===== config.mk =====
export PLATFORM = sky130hd
export DESIGN_NAME = spi_cmd_ctrl
export DESIGN_NICKNAME = d
export VERILOG_FILES = /design/src/rtl/spi_cmd_ctrl_pkg.sv /design/src/rtl/spi_cmd_ctrl_word_deser.sv /design/src/rtl/spi_cmd_ctrl.sv
export SDC_FILE = /design/constraint.sdc
export NUM_CORES = 1
export LEC_CHECK = 0
export CAP_MARGIN = 20
export CELL_PAD_IN_SITES_DETAIL_PLACEMENT = 1
export CELL_PAD_IN_SITES_GLOBAL_PLACEMENT = 1
export CORE_MARGIN = 2
export CORE_UTILIZATION = 45
export DETAILED_ROUTE_END_ITERATION = 10
export PLACE_DENSITY = 0.76
export SETUP_SLACK_MARGIN = 0.3
export SYNTH_ARGS = -nofsm -noshare
export SYNTH_HDL_FRONTEND = slang
export SYNTH_SLANG_ARGS = --single-unit

===== constraint.sdc =====
create_clock -name clk_i -period 6.64 [get_ports clk_i]
set_clock_uncertainty 0.1 [all_clocks]
set_input_delay 1.328 -clock clk_i [delete_from_list [all_inputs] [get_ports clk_i]]
set_output_delay 1.328 -clock clk_i [all_outputs]
set_load 0.005 [all_outputs]

===== src/rtl/spi_cmd_ctrl_pkg.sv =====
// Shared types and field constants for the SPI command controller.
package spi_cmd_ctrl_pkg;

  typedef enum logic [2:0] {
    IDLE,
    CMD,
    ADDR,
    DATA,
    ISSUE,
    DRAIN
  } state_t;

  localparam int OPC_HI = 31;
  localparam int OPC_LO = 24;
  localparam int CNT_HI = 15;
  localparam int CNT_LO = 0;

  localparam logic [31:0] ADDR_STEP = 32'd4;

endpackage


===== src/rtl/spi_cmd_ctrl_word_deser.sv =====
// SPI front end: input synchronisers, sck/scs edge detection and a 32-bit MSB-first deserialiser.
module spi_word_deser #(
  parameter int SYNC_STAGES = 2
) (
  input  logic        clk_i,
  input  logic        rst_i,
  input  logic        scs_i,
  input  logic        sck_i,
  input  logic        sdi_i,
  output logic [31:0] word_o,
  output logic        word_valid_o,
  output logic        cs_fall_o,
  output logic        cs_rise_o
);

  logic [SYNC_STAGES-1:0] scs_sync_q, scs_sync_d;
  logic [SYNC_STAGES-1:0] sck_sync_q, sck_sync_d;
  logic [SYNC_STAGES-1:0] sdi_sync_q, sdi_sync_d;
  logic                   scs_prev_q, scs_prev_d;
  logic                   sck_prev_q, sck_prev_d;
  logic [4:0]             bit_cnt_q, bit_cnt_d;
  logic [31:0]            shift_q, shift_d;
  logic [31:0]            word_q, word_d;
  logic                   word_valid_q, word_valid_d;

  logic scs_s, sck_s, sdi_s, sck_rise, cs_rise, cs_fall;

  assign scs_s    = scs_sync_q[SYNC_STAGES-1];
  assign sck_s    = sck_sync_q[SYNC_STAGES-1];
  assign sdi_s    = sdi_sync_q[SYNC_STAGES-1];
  assign sck_rise = sck_s & ~sck_prev_q;
  assign cs_rise  = scs_s & ~scs_prev_q;
  assign cs_fall  = ~scs_s & scs_prev_q;

  always_comb begin
    scs_sync_d   = {scs_sync_q[SYNC_STAGES-2:0], scs_i};
    sck_sync_d   = {sck_sync_q[SYNC_STAGES-2:0], sck_i};
    sdi_sync_d   = {sdi_sync_q[SYNC_STAGES-2:0], sdi_i};
    scs_prev_d   = scs_s;
    sck_prev_d   = sck_s;
    bit_cnt_d    = bit_cnt_q;
    shift_d      = shift_q;
    word_d       = word_q;
    word_valid_d = 1'b0;
    if (cs_rise) begin
      bit_cnt_d = '0;
      shift_d   = '0;
    end else if (!scs_s && sck_rise) begin
      shift_d   = {shift_q[30:0], sdi_s};
      // 5-bit counter wraps to 0 after the 32nd bit on its own
      bit_cnt_d = bit_cnt_q + 5'd1;
      if (bit_cnt_q == 5'd31) begin
        word_d       = shift_d;
        word_valid_d = 1'b1;
      end
    end
  end

  always_ff @(posedge clk_i or posedge rst_i) begin
    if (rst_i) begin
      scs_sync_q   <= '1;
      sck_sync_q   <= '0;
      sdi_sync_q   <= '0;
      scs_prev_q   <= 1'b1;
      sck_prev_q   <= 1'b0;
      bit_cnt_q    <= '0;
      shift_q      <= '0;
      word_q       <= '0;
      word_valid_q <= 1'b0;
    end else begin
      scs_sync_q   <= scs_sync_d;
      sck_sync_q   <= sck_sync_d;
      sdi_sync_q   <= sdi_sync_d;
      scs_prev_q   <= scs_prev_d;
      sck_prev_q   <= sck_prev_d;
      bit_cnt_q    <= bit_cnt_d;
      shift_q      <= shift_d;
      word_q       <= word_d;
      word_valid_q <= word_valid_d;
    end
  end

  assign word_o       = word_q;
  assign word_valid_o = word_valid_q;
  assign cs_fall_o    = cs_fall;
  assign cs_rise_o    = cs_rise;

endmodule


===== src/rtl/spi_cmd_ctrl.sv =====
// SPI command decoder issuing burst writes on a req/gnt bus; the request stays up, with stable address/data, until granted.
// Optional error counter output err_cnt_o is enabled by defining SPI_CMD_CTRL_ERRCNT_EN.
module spi_cmd_ctrl
  import spi_cmd_ctrl_pkg::*;
#(
  parameter int         SYNC_STAGES = 2,
  parameter logic [7:0] OP_WRITE    = 8'hA5
) (
  input  logic        clk_i,
  input  logic        rst_i,
  input  logic        scs_i,
  input  logic        sck_i,
  input  logic        sdi_i,
  output logic        bus_req_o,
  output logic [31:0] bus_addr_o,
  output logic [31:0] bus_wdata_o,
  input  logic        bus_gnt_i,
  output logic        busy_o,
  output state_t      state_o,
`ifdef SPI_CMD_CTRL_ERRCNT_EN
  output logic [7:0]  err_cnt_o,
`endif
  output logic        err_o
);

  logic [31:0] word;
  logic        wv, cs_fall, cs_rise;

  spi_word_deser #(.SYNC_STAGES(SYNC_STAGES)) u_deser (
    .clk_i       (clk_i),
    .rst_i       (rst_i),
    .scs_i       (scs_i),
    .sck_i       (sck_i),
    .sdi_i       (sdi_i),
    .word_o      (word),
    .word_valid_o(wv),
    .cs_fall_o   (cs_fall),
    .cs_rise_o   (cs_rise)
  );

  state_t      state_q, state_d;
  logic [15:0] count_q, count_d;
  logic [31:0] addr_q, addr_d;
  logic [31:0] wdata_q, wdata_d;
  logic        req_q, req_d;
  logic        err_q, err_d;
  logic        busy_q, busy_d;
  logic        ovr_q, ovr_d;
  logic        abort_q, abort_d;

  always_comb begin
    state_d = state_q;
    count_d = count_q;
    addr_d  = addr_q;
    wdata_d = wdata_q;
    req_d   = req_q;
    err_d   = 1'b0;
    ovr_d   = ovr_q;
    abort_d = abort_q;
    case (state_q)
      IDLE: if (cs_fall) state_d = CMD;
      CMD: begin
        if (cs_rise) begin
          err_d   = 1'b1;
          state_d = IDLE;
        end else if (wv) begin
          if (word[OPC_HI:OPC_LO] == OP_WRITE && word[CNT_HI:CNT_LO] != '0) begin
            count_d = word[CNT_HI:CNT_LO];
            state_d = ADDR;
          end else begin
            err_d   = 1'b1;
            state_d = DRAIN;
          end
        end
      end
      ADDR: begin
        if (cs_rise) begin
          err_d   = 1'b1;
          state_d = IDLE;
        end else if (wv) begin
          addr_d  = {word[31:2], 2'b00};
          state_d = DATA;
        end
      end
      DATA: begin
        if (cs_rise) begin
          err_d   = (count_q != '0);
          state_d = IDLE;
        end else if (wv) begin
          wdata_d = word;
          req_d   = 1'b1;
          state_d = ISSUE;
        end
      end
      ISSUE: begin
        // Chip-select loss and overrun are remembered until the pending write is granted
        if (cs_rise) abort_d = 1'b1;
        if (wv && !bus_gnt_i) begin
          err_d = 1'b1;
          ovr_d = 1'b1;
        end
        if (bus_gnt_i) begin
          req_d   = 1'b0;
          addr_d  = addr_q + ADDR_STEP;
          count_d = count_q - 16'd1;
          ovr_d   = 1'b0;
          abort_d = 1'b0;
          if (cs_rise || abort_q) begin
            state_d = IDLE;
          end else if (ovr_q || count_q == 16'd1) begin
            state_d = DRAIN;
          end else if (wv) begin
            wdata_d = word;
            req_d   = 1'b1;
          end else begin
            state_d = DATA;
          end
        end
      end
      DRAIN: if (cs_rise) state_d = IDLE;
      default: state_d = IDLE;
    endcase
    busy_d = (state_d != IDLE);
  end

  always_ff @(posedge clk_i or posedge rst_i) begin
    if (rst_i) begin
      state_q <= IDLE;
      count_q <= '0;
      addr_q  <= '0;
      wdata_q <= '0;
      req_q   <= 1'b0;
      err_q   <= 1'b0;
      busy_q  <= 1'b0;
      ovr_q   <= 1'b0;
      abort_q <= 1'b0;
    end else begin
      state_q <= state_d;
      count_q <= count_d;
      addr_q  <= addr_d;
      wdata_q <= wdata_d;
      req_q   <= req_d;
      err_q   <= err_d;
      busy_q  <= busy_d;
      ovr_q   <= ovr_d;
      abort_q <= abort_d;
    end
  end

`ifdef SPI_CMD_CTRL_ERRCNT_EN
  logic [7:0] err_cnt_q, err_cnt_d;

  always_comb begin
    err_cnt_d = err_cnt_q;
    if (err_q && err_cnt_q != 8'hFF) err_cnt_d = err_cnt_q + 8'd1;
  end

  always_ff @(posedge clk_i or posedge rst_i) begin
    if (rst_i) err_cnt_q <= '0;
    else       err_cnt_q <= err_cnt_d;
  end

  assign err_cnt_o = err_cnt_q;
`endif

  assign bus_req_o   = req_q;
  assign bus_addr_o  = addr_q;
  assign bus_wdata_o = wdata_q;
  assign busy_o      = busy_q;
  assign err_o       = err_q;
  assign state_o     = state_q;

endmodule

---- Word level (Yosys, flattened, before mapping) ----
Index checks and enable logic that the tools add are counted.
operators by class
  bitwise gates (word level) .............. 7
  $add $sub $neg .......................... 3
  muxes and demuxes ....................... 54
  equality and inequality tests ........... 18
  reduce and logical (&&, ||, !) cells .... 24
operator list
  cell                     number
  $mux W32                 8
  $pmux W32 S2             2
  $mux W16                 4
  $mux W31                 2
  $mux W3                  13
  $add A32 B3 Y32 const B  1
  $pmux W16 S2             1
  $reduce_bool A16 Y1      2
  $mux W1                  19
  $pmux W3 S6              1
  $eq A16 B1 Y1 const B    1
  $sub A16 B1 Y16 const B  1
  $ne A2 B2 Y1 const B     7
  $reduce_bool A2 Y1       6
  $mux W5                  2
  $reduce_and A5 Y1        2
  $eq A8 B8 Y1 const B     1
  $reduce_and A4 Y1        2
  $eq A3 B2 Y1 const B     2
  $eq A3 B3 Y1 const B     2
  $ne A2 B1 Y1 const B     3
  $add A5 B1 Y5 const B    1
  $eq A5 B5 Y1 const B     1
  $not A1 Y1               4
  11 further kinds         18
storage, ports and cells
  bits of input ports ..................... 6
  output and inout port bits .............. 70
  logic and storage cells ................. 124
  flip-flop bits (word level) ............. 165

---- Logic depth before layout (Yosys ltp) ----
Gate-level depths: netlist (run 1).
  depth in word-level cells ............... 7
  mapped depth ............................ 8
  gate-level depth less buffers ........... 7

---- Cells and area by module ----
A second synthesis (run 1) with hierarchy kept.
second synthesis, totals
  cell total of the unflattened synthesis .. 754
  area total of the unflattened synthesis .. 7810.0 µm²
modules (own cells, without submodules)
  module          sequential area each (µm²)  cells each  times used  area an instance (µm²)
  spi_cmd_ctrl    2152.1                      511         1           4878.4
  spi_word_deser  1930.6                      243         1           2931.6

---- Worst setup path after synthesis (run 1) ----
OpenSTA, ideal clock, no wires.
  path kind ............................... input -> register
  start ................................... in bus_gnt_i
  end ..................................... reg busy_q, in the netlist busy_o
  slack ................................... 3.973 ns
  stages on the path ...................... 6
  buffers on the path ..................... 1
  library setup time ...................... 0.073 ns
  data arrival time ....................... 2.495 ns
  data required time ...................... 6.467 ns
  path through ............................ nand4bb_1 > buf_2 > or3_1 > or3_1 > o211ai_1 > nand4bb_1
between the ends
  longest elaborated chain between the ends .. 3
ends and longest elaborated chain
  item                  line                 RTL
  from (decl)           spi_cmd_ctrl.sv:17   input logic bus_gnt_i,
  $mux W3               spi_cmd_ctrl.sv:102  if (bus_gnt_i) begin
  $pmux W3 S6           spi_cmd_ctrl.sv:60   case (state_q)
  named net state_d[1]  spi_cmd_ctrl.sv:41   state_t state_q, state_d;
  $reduce_bool A3 Y1    spi_cmd_ctrl.sv:123  busy_d = (state_d != IDLE);
  named net busy_d      spi_cmd_ctrl.sv:47   logic busy_q, busy_d;
  to (signal assigned)  spi_cmd_ctrl.sv:144  busy_q <= busy_d;
  to (decl)             spi_cmd_ctrl.sv:47
The timed path passes the listed nets, and every way through them passes these cells.
A chain may end at the register's enable or synchronous reset.

---- Worst setup path after layout (run 1) ----
Same ends and word-level chain as after synthesis.

==> results summary, run 1 <==
The number of rows in the core area came out at 48. The buffer and inverter count on the worst path is 1. Buffers inserted during clock tree synthesis total 17. The internal power is ~0.0016 W. The endpoint of the most critical setup path is busy_o. At the worst endpoint, the required time is about 6.9 ns. The clock insertion delay at the later pin of the skew report came out at approximately 0.42 ns. Setup violations remaining at the end of the flow were counted as 0. Based on the critical path, the design can be clocked at up to between 200 and 300 MHz. The number of levels in the clock H-tree is 4. In this run the number of cells on the critical path is 6. The flow ran to the end, and the final reports show no timing, DRC or antenna violations. The via count came out at between 6,000 and 7,000. Entering global routing, the biggest net connects 115 pins. The commonest cells after synthesis are 160 x sky130_fd_sc_hd__dfrtp_1, 100 x sky130_fd_sc_hd__nand2_1, 55 x sky130_fd_sc_hd__a21oi_1, 54 x sky130_fd_sc_hd__nand3_1, 40 x sky130_fd_sc_hd__nor2_1.

In this run the deepest clock path goes through 2 buffers. The final HPWL from detailed placement came out at roughly 15 mm. After floorplanning, the core was sized to cover about 0.017 mm2. The largest driver fanout on the critical path is 18. The worst setup path is launched from a primary input. Hold timing on the final database bottoms out at a slack of 0.250 ns. The overall die width is 136 um. The wire length per cell came out at 21.9 um.

The number of diodes added for antenna fixing came out at 0. For this design, the CTS-stage hold fixing added 0 buffers. The post-cts resize count is 0. After layout, the minimum clock period comes to approximately 3.8 ns.

The register bit total from synthesis is 163. For this design the top-level I/O count stands at 76. The first-iteration detailed-routing DRC count came out at 528.

The share of layout cells above drive strength 1 is 0.152. The combinational group share of total power came out at 0.029. The cell with the largest stage delay on the worst path is sky130_fd_sc_hd__nand4bb_1.

The tree built by TritonCTS fans out to 163 sinks. The maximum vdd ir drop is between 0.15 and 0.2 mV. The worst register-to-register path has a depth of 5.

Traced cell by cell, the critical path runs through clkdlybuf4s50_1, nand4bb_1, or3_1, or3_1, o211ai_1, nand4bb_1. The number of pins with negative max-slew slack in the final report is 0. The detail-routed via count per cell came out at a little over 6.

The stage delay of the slowest cell on the critical path came out at just over 0.7 ns. OpenSTA, run right after detailed placement, puts the worst setup slack at roughly 2.5 ns. After the last flow step, the layout net total stands at just over 800.

The routability-driven placement congestion ratio came out at ~0.9. The total power of the final layout is 0.00209 W. The type of the most critical hold path is reg2reg. The first global-routing pass estimated about 37 mm of wire. The largest total area in the synthesized netlist belongs to sky130_fd_sc_hd__dfrtp_1. The headroom to the max-slew limit is 0.292.

The clock transition time at the flip-flop clock pins of the worst setup and hold paths is ~0.060 ns. The net switching power of the design is between 0.0004 and 0.0005 W. The number of distinct standard cells referenced by the synthesized netlist is between 60 and 70. The accumulated negative setup slack came out at 0 ns. The leakage power figure came out at 4.19 nW. The clock share of power is 0.485.

The via count of the first global-routing pass came to about 6,700. The utilization after layout came out at 0.544. Yosys attributes the largest share of cell area to sky130_fd_sc_hd__dfrtp_1 51%, sky130_fd_sc_hd__mux2_4 5.5%, sky130_fd_sc_hd__mux2_2 5.1%. Grouping stages by cell kind, the critical path spends the most delay in simple AND/OR/NAND/NOR gates. The count of max-cap constraint violations came out at 0. The total grt overflow came out at 0. For this run, the register share of the synthesized area comes to 0.517. The startpoint of the worst-slack reg-to-reg timing path is u_deser.scs_sync_q[1].

The overall die height is 136 um. The cell area that synthesis handed to floorplanning was between 0.007 and 0.008 mm2. The number of hold violations in the final report is 0.

The number of setup buffers added after CTS is 0. The endpoint identified for the worst register-to-register timing path is count_q[15]. The die covers 0.0186 mm2.

The total power per unit cell area is 223 mW/mm2. Clock tree synthesis selected as its root buffer the cell sky130_fd_sc_hd__clkbuf_16. The global router's overall resource usage came out at 0.256. After detailed routing, the number of remaining DRC violations is 0. The number of synthesized flops with an enable pin is 0. For this run, the leading register cell type out of synthesis is sky130_fd_sc_hd__dfrtp_1. In the post-synthesis netlist, the cell with the most instances is sky130_fd_sc_hd__dfrtp_1.

The layout overhead on the synthesized area came out at 18.8%. The fraction of registers with async set/reset came out at 1.00. The synthesis warning total came out at 0. The count of buffers added on input and output ports is between 70 and 80.

The sum of routed wire length over all layers is approximately 23 mm. The number of antenna violations at the first check in global routing came out at 0. The source of the critical timing path is bus_gnt_i. The instance count of the mapped netlist came out at between 700 and 800.

The worst setup path is captured at a register. TritonCTS built the clock tree. The effective utilization at floorplan came out at 0.458. The flop-to-flop setup slack came out at 3.45 ns. The part of the power in registers came out at 0.486. The arrival time reported for the critical path endpoint came out at ~4.0 ns. The final worst-path cycle share is 0.566.

Setup repair after global routing left no endpoint under its margin. The switching share of power came out at 0.224. The actual slew at the worst max-slew pin came out at roughly 1.1 ns.

The worst setup path category is in2reg. Across all setup checks in the final design, the least slack found is 2.88 ns. The portion of synthesized cell area occupied by the leading cell type is 0.507. The remaining number of nets flagged by the antenna check after routing came out at 0.

The mean instance size in the synthesized netlist is 10.4 um2. The number of optimization iterations in the first detailed-route pass is 5.
flip-flops by register name, indices dropped and copies added, names as in the netlist, 2 cells and up:
name                count
u_deser.sck_sync_q      2
state_o                 3
bus_addr_o             30
bus_wdata_o            32
u_deser.bit_cnt_q       5
u_deser.word_o         32
u_deser.scs_sync_q      2
count_q                16
u_deser.sdi_sync_q      2
u_deser.shift_q        31
cells by family (layout without fill, tap and decap cells):
logic type	count (synthesis)	after routing	share of synthesized area
xor gates and xnor gates	3	3	0.00333
other	1	2	0.000475
DFF	163	163	0.517
and+or+nand+nor	280	280	0.178
muxes	65	65	0.107
adders and majority gates	6	6	0.00951
buffers and inverters	69	132	0.0407
AOI/OAI and AO/OA	170	170	0.144
cell type report:
| class | count | area, um2 |
|---|---|---|
| Sequential cell | 163 | 4080 |
| Multi-Input combinational cell | 526 | 3500 |
| Clock buffer | 19 | 443 |
| Fill cell | 1853 | 7860 |
| Clock inverter | 12 | 156 |
| Tap cell | 225 | 282 |
| Timing Repair Buffer | 85 | 846 |
| Inverter | 16 | 65.1 |
worst register-to-register path, stage by stage, from the launching register on:
cell and delay [ns]:
sky130_fd_sc_hd__dfstp_2 0.59, sky130_fd_sc_hd__nor2b_1 0.85, sky130_fd_sc_hd__nor3b_1 0.19, sky130_fd_sc_hd__and3_1 0.26, sky130_fd_sc_hd__nor2_1 0.81, sky130_fd_sc_hd__o211ai_1 0.21
per-stage QoR:
| step | std cells | instance area [um2] |
|---|---|---|
| detailed placement | 1013 | 8740 |
| finish | 1046 | 9370 |
| floorplan | 758 | 7900 |
| global placement | 1012 | 8730 |
| CTS | 1044 | 9340 |
| global route | 1046 | 9370 |
power groups by stage:
stage	registers, W	logic, W	clock network [W]
5_1_grt	0.00102	0.0000683	0.00108
6_report	0.00102	0.0000605	0.00101
2_1_floorplan	0.00103	0.0000406	0
3_3_place_gp	0.00103	0.0000559	0
4_1_cts	0.00102	0.0000601	0.00103
3_5_place_dp	0.00104	0.0000597	0
cell usage in the layout (no fill, tap or decap), types with 3 or more instances in the layout:
| cell | Yosys | layout |
|---|---|---|
| sky130_fd_sc_hd__o211ai_1 | 4 | 4 |
| sky130_fd_sc_hd__clkinvlp_4 | 0 | 4 |
| sky130_fd_sc_hd__clkbuf_16 | 0 | 17 |
| sky130_fd_sc_hd__and3_1 | 6 | 6 |
| sky130_fd_sc_hd__clkdlybuf4s50_1 | 0 | 73 |
| sky130_fd_sc_hd__inv_1 | 16 | 15 |
| sky130_fd_sc_hd__dfstp_2 | 3 | 3 |
| sky130_fd_sc_hd__bufinv_16 | 0 | 3 |
| sky130_fd_sc_hd__mux2_2 | 36 | 36 |
| sky130_fd_sc_hd__buf_4 | 5 | 9 |
| sky130_fd_sc_hd__mux2_4 | 29 | 29 |
| sky130_fd_sc_hd__nor4_1 | 9 | 9 |
| sky130_fd_sc_hd__o22ai_1 | 17 | 17 |
| sky130_fd_sc_hd__xor2_1 | 3 | 3 |
| sky130_fd_sc_hd__o32ai_1 | 3 | 3 |
| sky130_fd_sc_hd__nand2_1 | 100 | 100 |
| sky130_fd_sc_hd__nand4_1 | 13 | 13 |
| sky130_fd_sc_hd__nor2_1 | 40 | 40 |
| sky130_fd_sc_hd__nor3_1 | 13 | 13 |
| sky130_fd_sc_hd__a31oi_1 | 12 | 12 |
| sky130_fd_sc_hd__a21oi_1 | 55 | 55 |
| sky130_fd_sc_hd__nor2b_1 | 6 | 6 |
| sky130_fd_sc_hd__o22a_1 | 14 | 14 |
| sky130_fd_sc_hd__or3_1 | 6 | 6 |
| sky130_fd_sc_hd__nand2b_1 | 5 | 5 |
| sky130_fd_sc_hd__o31a_1 | 3 | 3 |
| sky130_fd_sc_hd__a2bb2oi_1 | 12 | 12 |
| sky130_fd_sc_hd__a22oi_1 | 8 | 8 |
| sky130_fd_sc_hd__dfrtp_1 | 160 | 160 |
| sky130_fd_sc_hd__and4_1 | 4 | 4 |
| sky130_fd_sc_hd__o21ai_0 | 17 | 17 |
| sky130_fd_sc_hd__a41oi_1 | 3 | 3 |
| sky130_fd_sc_hd__or4_1 | 3 | 3 |
| sky130_fd_sc_hd__nand3_1 | 54 | 54 |
| sky130_fd_sc_hd__ha_1 | 6 | 6 |
| sky130_fd_sc_hd__and2_1 | 6 | 6 |
layer usage:
metal | track usage | vias to the layer above | part of all wire
li1 | - | 2861 | -
met1 | 0.351 | 3319 | 0.44
met2 | 0.424 | 164 | 0.50
met3 | 0.0388 | 32 | 0.045
met4 | 0.0747 | 0 | 0.017
met5 | 0 | - | 0
how the worst min path moves through the flow:
| stage | slack (ns) | start | to | cells past startpoint |
|---|---|---|---|---|
| 6_report | 0.25 | u_deser.sdi_sync_q[0] | u_deser.sdi_sync_q[1] | 0 |
| 2_1_floorplan | 0.23 | u_deser.sck_sync_q[0] | u_deser.sck_sync_q[1] | 0 |
| 4_1_cts | 0.25 | u_deser.sck_sync_q[0] | u_deser.sck_sync_q[1] | 0 |
| 3_3_place_gp | 0.24 | u_deser.sdi_sync_q[0] | u_deser.sdi_sync_q[1] | 0 |
| 5_1_grt | 0.26 | u_deser.scs_sync_q[0] | u_deser.scs_sync_q[1] | 0 |
| 3_5_place_dp | 0.24 | u_deser.sck_sync_q[0] | u_deser.sck_sync_q[1] | 0 |
No activity file was read; power rests on OpenSTA's default activity.
==> run 2, diff against run 1 <==
- CORE_UTILIZATION: 45 -> 41
- PLACE_DENSITY: 0.76 -> 0.73
- clock period: 6.64 -> 3.2 ns (I/O delays scaled with it)
==> results summary, run 2 (same netlist as run 1, synthesis figures left out) <==
The run finished with clean final reports. The library cells used most frequently in the layout, excluding fill and tap cells, are 160 x sky130_fd_sc_hd__dfrtp_1, 100 x sky130_fd_sc_hd__nand2_1, 73 x sky130_fd_sc_hd__clkdlybuf4s50_1. The stage delay of the slowest cell on the critical path came out at between 0.5 and 0.6 ns. The leakage power figure is 4.26 nW.

The startpoint of the worst-slack reg-to-reg timing path is u_deser.scs_sync_q[1]. The element type at the critical path start is a register. The number of primary I/O pins is 76. The total of endpoints with negative setup slack in the final report is 0.

The number of hold violations in the final report was 0. The buffer count from post-CTS setup fixing is 0. The detailed router finished its first iteration with 550 violations.

The die covers slightly above 0.02 mm2. The worst endpoint required time is about 3.4 ns. The fmax is around 380 MHz. The maximum vdd ir drop came out at 0.392 mV. Clock tree synthesis inserted a total of 17 buffers.

The total power of the final layout came out at 0.00430 W. The cell with the largest stage delay on the worst path is sky130_fd_sc_hd__dfstp_2. Setup repair after global routing left no endpoint under its margin. The via count of the first global-routing pass is between 6,000 and 7,000. The total power per unit cell area is 454 mW/mm2. The actual slew at the worst max-slew pin came out at approximately 0.83 ns.

The number of optimization iterations in the first detailed-route pass came out at 5. The wire length of the first global-routing pass came out at 37.4 mm. Dividing the detail-routed wire length by the instance count gives between 20 and 25 um. From bottom edge to top edge, the die measures between 100 and 150 um. The hold path startpoint is u_deser.sdi_sync_q[0].

The floorplan core area came out at ~0.019 mm2. The post-layout net count is between 800 and 900. The worst register-to-register path ends at bus_addr_o[29].

The total grt overflow is 0. The congestion estimate from routability-driven global placement came to 0.872. TritonCTS built the clock tree.

The clock transition time at the flip-flop clock pins of the worst setup and hold paths is 0.06 ns. Along the worst path, the maximum fanout reaches 16. The repair_antennas step left the layout with diodes totalling 0. The worst setup path category is reg2reg. The sink count of the clock tree came out at 163. The worst setup path is captured at a register. The overall die width came out at between 100 and 150 um. The layout overhead on the synthesized area came out at 20.0%. The number of pins with negative max-slew slack in the final report is 0. Grouping stages by cell kind, the critical path spends the most delay in simple AND/OR/NAND/NOR gates. For hold timing, the worst endpoint is u_deser.sdi_sync_q[1]. The headroom to the max-slew limit came out at 0.447. The via count came out at ~6,500. Of the available clock period, the critical path in the final layout requires 0.821. The final HPWL from detailed placement came out at roughly 16 mm. The flop-to-flop setup slack came out at between 0.5 and 0.6 ns. The remaining number of nets flagged by the antenna check after routing is 0. Adding up every negative setup slack in the final design gives 0 ns. The cell count of the worst hold path is 0.

The clock insertion delay at the later pin of the skew report is ~0.42 ns. The number of antenna violations at the first check in global routing is 0. The worst hold path belongs to the class reg2reg.

The global router's overall resource usage is 0.236. The fill cell instance count of the final layout came out at between 2,000 and 2,500. The total of buffers placed on input and output ports is 73. Entering global routing, the biggest net connects a little under 100 pins. The tree is rooted in a sky130_fd_sc_hd__clkbuf_16. The number of rows in the core area came out at 50. Leaving out fill and tap cells, the most frequent cell in the layout is sky130_fd_sc_hd__dfrtp_1. The sum of routed wire length over all layers came out at ~23 mm.

The post-cts hold buffer count came out at 0. The clock passes through at most 2 buffers. The share of layout cells above drive strength 1 is 0.163. Gates resized during post-CTS repair numbered 0. The detail-routed via count per cell came out at 6.05. The number of levels in the clock H-tree is 4. The arrival time reported for the critical path endpoint is around 2.8 ns. The minimum clock period after layout came out at roughly 2.6 ns.

In the routed design, unresolved DRC markers number 0. The count of max-cap constraint violations came out at 0. The number of cells on the worst reg-to-reg path came out at 6. Traced cell by cell, the critical path runs through nor2b_1, o32ai_1, nand2b_1, buf_4, a21oi_1, o22a_1. For this configuration, the core starts out at a cell density of 0.421. Together, buffers and inverters on the worst path number 1.
==> run 2: cell types whose count changed in the layout (fill, tap and decap cells not counted), moves of 2 or more <==
cell	delta
sky130_fd_sc_hd__buf_12	+3
sky130_fd_sc_hd__buf_4	+12
sky130_fd_sc_hd__clkinv_2	+4
sky130_fd_sc_hd__clkinvlp_4	-2
sky130_fd_sc_hd__inv_6	-2
==> run 2: worst max-delay path by stage <==
| stage | from | to | cells past startpoint |
|---|---|---|---|
| 2_1_floorplan | rst_i | abort_q | 1 |
| 3_3_place_gp | bus_gnt_i | bus_wdata_o[29] | 7 |
| 3_5_place_dp | bus_gnt_i | bus_addr_o[16] | 7 |
| 4_1_cts | u_deser.scs_sync_q[1] | bus_addr_o[29] | 6 |
| 5_1_grt | u_deser.scs_sync_q[1] | bus_addr_o[29] | 6 |
| 6_report | u_deser.scs_sync_q[1] | bus_addr_o[29] | 6 |
==> run 2: layout make-up <==
cell class              count  area [um2]  area share
clock inverters            11         136      0.0144
multi-input cells         526        3500       0.370
clock buffers              20         447      0.0472
well taps                 234         293      0.0309
repair buffers             97         948       0.100
inverters                  16        63.8     0.00674
flip-flops and latches    163        4080       0.431
==> run 2: metal layers <==
metal  GRT usage  routed length, um
met5           0                  0
met1       0.334              10600
met3      0.0382                928
met4      0.0672                437
met2       0.377              11200
==> run 2: stage by stage <==
stage	cells	hold WS (ns)	utilization	setup slack, ns	cell area, um2
final	1067	0.252	0.505	0.573	9470
after detailed placement	1036	0.237	0.474	0.506	8890
after global routing	1067	0.263	0.505	0.389	9470
after floorplan	758	0.231	-	0.392	7900
after CTS	1067	0.252	0.505	0.598	9470
after global placement	1036	0.234	0.474	0.589	8890
==> run 2: power by group <==
| part | internal [W] | switching (W) |
|---|---|---|
| sequential | 0.00208 | 0.0000228 |
| clock | 0.00124 | 0.000827 |
| combinational | 0.0000384 | 0.0000927 |
| total | 0.00336 | 0.000942 |
==> run 3, diff against run 2 <==
- clock period: 3.2 -> 2.1 ns (I/O delays scaled with it)
==> results summary, run 3 (same netlist as run 1, synthesis figures left out) <==
The register area is 0.00409 mm2. The initialized floorplan defines 50 standard-cell rows. The worst endpoint required time is 2.35 ns. Port buffering added 73 buffers. The part of the power in registers came out at 0.458.

Dividing the final minimum period by the clock period gives 1.17. The flow ran to the end, but the final reports show violations. The met2 capacity usage during global routing is 0.627. After global routing the overflow that remains totals 0. The internal power of the cells totals 0.00512 W.

The met3 track demand over resource is 0.0822. The post-layout net count is 1,055. The checks that failed: negative setup slack. The via count of the first global-routing pass came out at just under 9,000.

The number of optimization iterations in the first detailed-route pass came out at 5. The number of levels in the clock H-tree came out at 4. The number of antenna violations at the first check in global routing came out at 1. The number of pins with negative max-slew slack in the final report came out at 0. Fill cells in the final layout number 1,806. The via count is just under 9,000.

Once detail routing completed, the nets flagged for antenna violations numbered 0. The wire length per cell came out at about 35 um. Once detailed placement completed, the half-perimeter wirelength came to between 15 and 20 mm.

Setup repair after global routing could not meet its margin everywhere. The layout overhead on the synthesized area came out at 65.9%. The analysis attributes to net switching a power of about 0.0019 W. For this configuration, the core starts out at a cell density of 0.421.

The library cell used most frequently in the layout, excluding fill and tap cells, is sky130_fd_sc_hd__buf_4. The top cell types in the final layout, fill and taps aside, are 156 x sky130_fd_sc_hd__buf_4, 152 x sky130_fd_sc_hd__dfrtp_1, 96 x sky130_fd_sc_hd__nand2_1. The largest driver fanout on the critical path came out at 3. Of the cells placed in the final design, the portion with a size suffix greater than 1 is 0.486. The multi-input combinational cells in the finished layout cover a total of about 0.0047 mm2. The floorplan core area came out at roughly 0.019 mm2.

The actual slew at the worst max-slew pin came out at about 0.85 ns. met2 is the most crowded layer. The total power per unit cell area is about 540 mW/mm2. The number of hold violations in the final report came out at 0. In the global route stage, met1 resource usage came out at 0.457. Setup violations remaining at the end of the flow were counted as 60. The switching share of power is 0.270. The post-layout worst setup margin came out at -0.366 ns.

The routability-driven placement congestion ratio came out at ~0.91. The endpoint class of the critical path is a register. The first-iteration detailed-routing DRC count is ~900.

The clock insertion delay at the later pin of the skew report is about 0.46 ns. The sink count of the clock tree came out at 163. The placed instances occupy a cell area of approximately 0.0096 mm2. The clock share of power is 0.493. The detail-routed via count per cell came out at 6.74. The arrival time reported for the critical path endpoint came out at roughly 2.7 ns. The minimum clock period after layout is roughly 2.5 ns.

The longest clock path from root to sink contains 2 buffers. The overall die height came out at between 100 and 150 um. The tree is rooted in a sky130_fd_sc_hd__clkbuf_16.

The worst setup path is launched from a register. By startpoint and endpoint, the worst setup path is classified as reg2reg. The fmax is approximately 410 MHz. The global router's overall resource usage came out at 0.378. The detailed-route DRC error count came out at 0. The overall die width came out at ~140 um. The pre-CTS setup slack came out at -0.257 ns. The combinational group share of total power came out at 0.050.

76 I/O pins were placed. The leakage power figure came out at 6.07 nW. The maximum vdd ir drop is between 0.5 and 0.6 mV.

The tool flagged a number of max-cap violations equal to 0. The overall die area came out at 0.0204 mm2. The final layout contains routed wiring with a total length of 44.7 mm.

Entering global routing, the biggest net connects 46 pins. The type of the most critical hold path is reg2reg. The TritonCTS clock tree is built. After clock tree synthesis, the clock-pin slew on the worst setup and hold paths is around 0.08 ns. In this run the tightest slew margin relative to its limit is 0.430. The wire length of the first global-routing pass is approximately 57 mm. The TritonCTS buffer count came out at 17. The final standard cell area without fillers is 0.0131 mm2.
run 3: routing by layer:
| layer | vias to the layer above | routed length, um |
|---|---|---|
| li1 | 3332 | - |
| met1 | 4455 | 16300 |
| met2 | 638 | 20700 |
| met3 | 280 | 4230 |
| met4 | 0 | 3460 |
| met5 | - | 0 |
run 3: final cells by class:
cell class | count | area share
multi-input combinational | 526 | 0.359
sequential | 163 | 0.312
timing repair buffer | 319 | 0.254
clock buffer | 17 | 0.0325
tap | 234 | 0.0224
clock inverter | 15 | 0.0141
inverter | 16 | 0.00487
antenna | 2 | 0.000382
run 3: timing repair:
item | in CTS | in global routing
pin swaps | 52 | 43
resized for setup | 290 | 121
setup buffers | 94 | 34
cloned | 16 | 2
hold buffers | 0 | 0
endpoints found under the setup margin | 183 | 155
run 3: metrics by stage:
| stage | hold slack, ns | TNS [ns] | std cells | total power, W | util |
|---|---|---|---|---|---|
| 6_report | 0.250 | -6.64 | 1292 | 0.00701 | 0.698 |
| 5_1_grt | 0.268 | -8.68 | 1290 | 0.00713 | 0.698 |
| 4_1_cts | 0.252 | -0.00471 | 1254 | 0.00681 | 0.650 |
| 3_5_place_dp | 0.236 | -7.96 | 1112 | 0.00352 | 0.514 |
| 3_3_place_gp | 0.234 | -4.87 | 1112 | 0.00350 | 0.514 |
| 2_1_floorplan | 0.231 | -78.14 | 758 | 0.00339 | - |
run 3: worst max-delay path, cell delays in order, from the launching register on:
cell and delay [ns]:
sky130_fd_sc_hd__dfrtp_1 0.41, sky130_fd_sc_hd__inv_2 0.13, sky130_fd_sc_hd__ha_4 0.17, sky130_fd_sc_hd__nor4b_4 0.27, sky130_fd_sc_hd__nand3_2 0.14, sky130_fd_sc_hd__buf_4 0.16, sky130_fd_sc_hd__nor4_1 0.38, sky130_fd_sc_hd__a21oi_1 0.32
sky130_fd_sc_hd__o22ai_2 0.28
run 3: final timing paths:
check | startpoint | end | slack (ns) | depth (start not counted)
setup / recovery | count_q[1] | count_q[12] | -0.37 | 8
hold / removal | u_deser.sdi_sync_q[0] | u_deser.sdi_sync_q[1] | 0.25 | 0
setup reg to reg | count_q[1] | count_q[12] | -0.37 | 8
hold reg to reg | u_deser.sdi_sync_q[0] | u_deser.sdi_sync_q[1] | 0.25 | 0
max in group asynchronous | rst_i | u_deser.scs_sync_q[0] | 0.92 | 3
min in group asynchronous | rst_i | u_deser.sdi_sync_q[0] | 0.33 | 2
run 3: power groups by stage:
stage / Clock (W) / Sequential, W / Combinational, W
after global routing: 0.00355 / 0.00321 / 0.000368
after CTS: 0.00332 / 0.00320 / 0.000292
after global placement: 0 / 0.00326 / 0.000246
after detailed placement: 0 / 0.00326 / 0.000255
after floorplan: 0 / 0.00326 / 0.000131
final: 0.00345 / 0.00321 / 0.000347
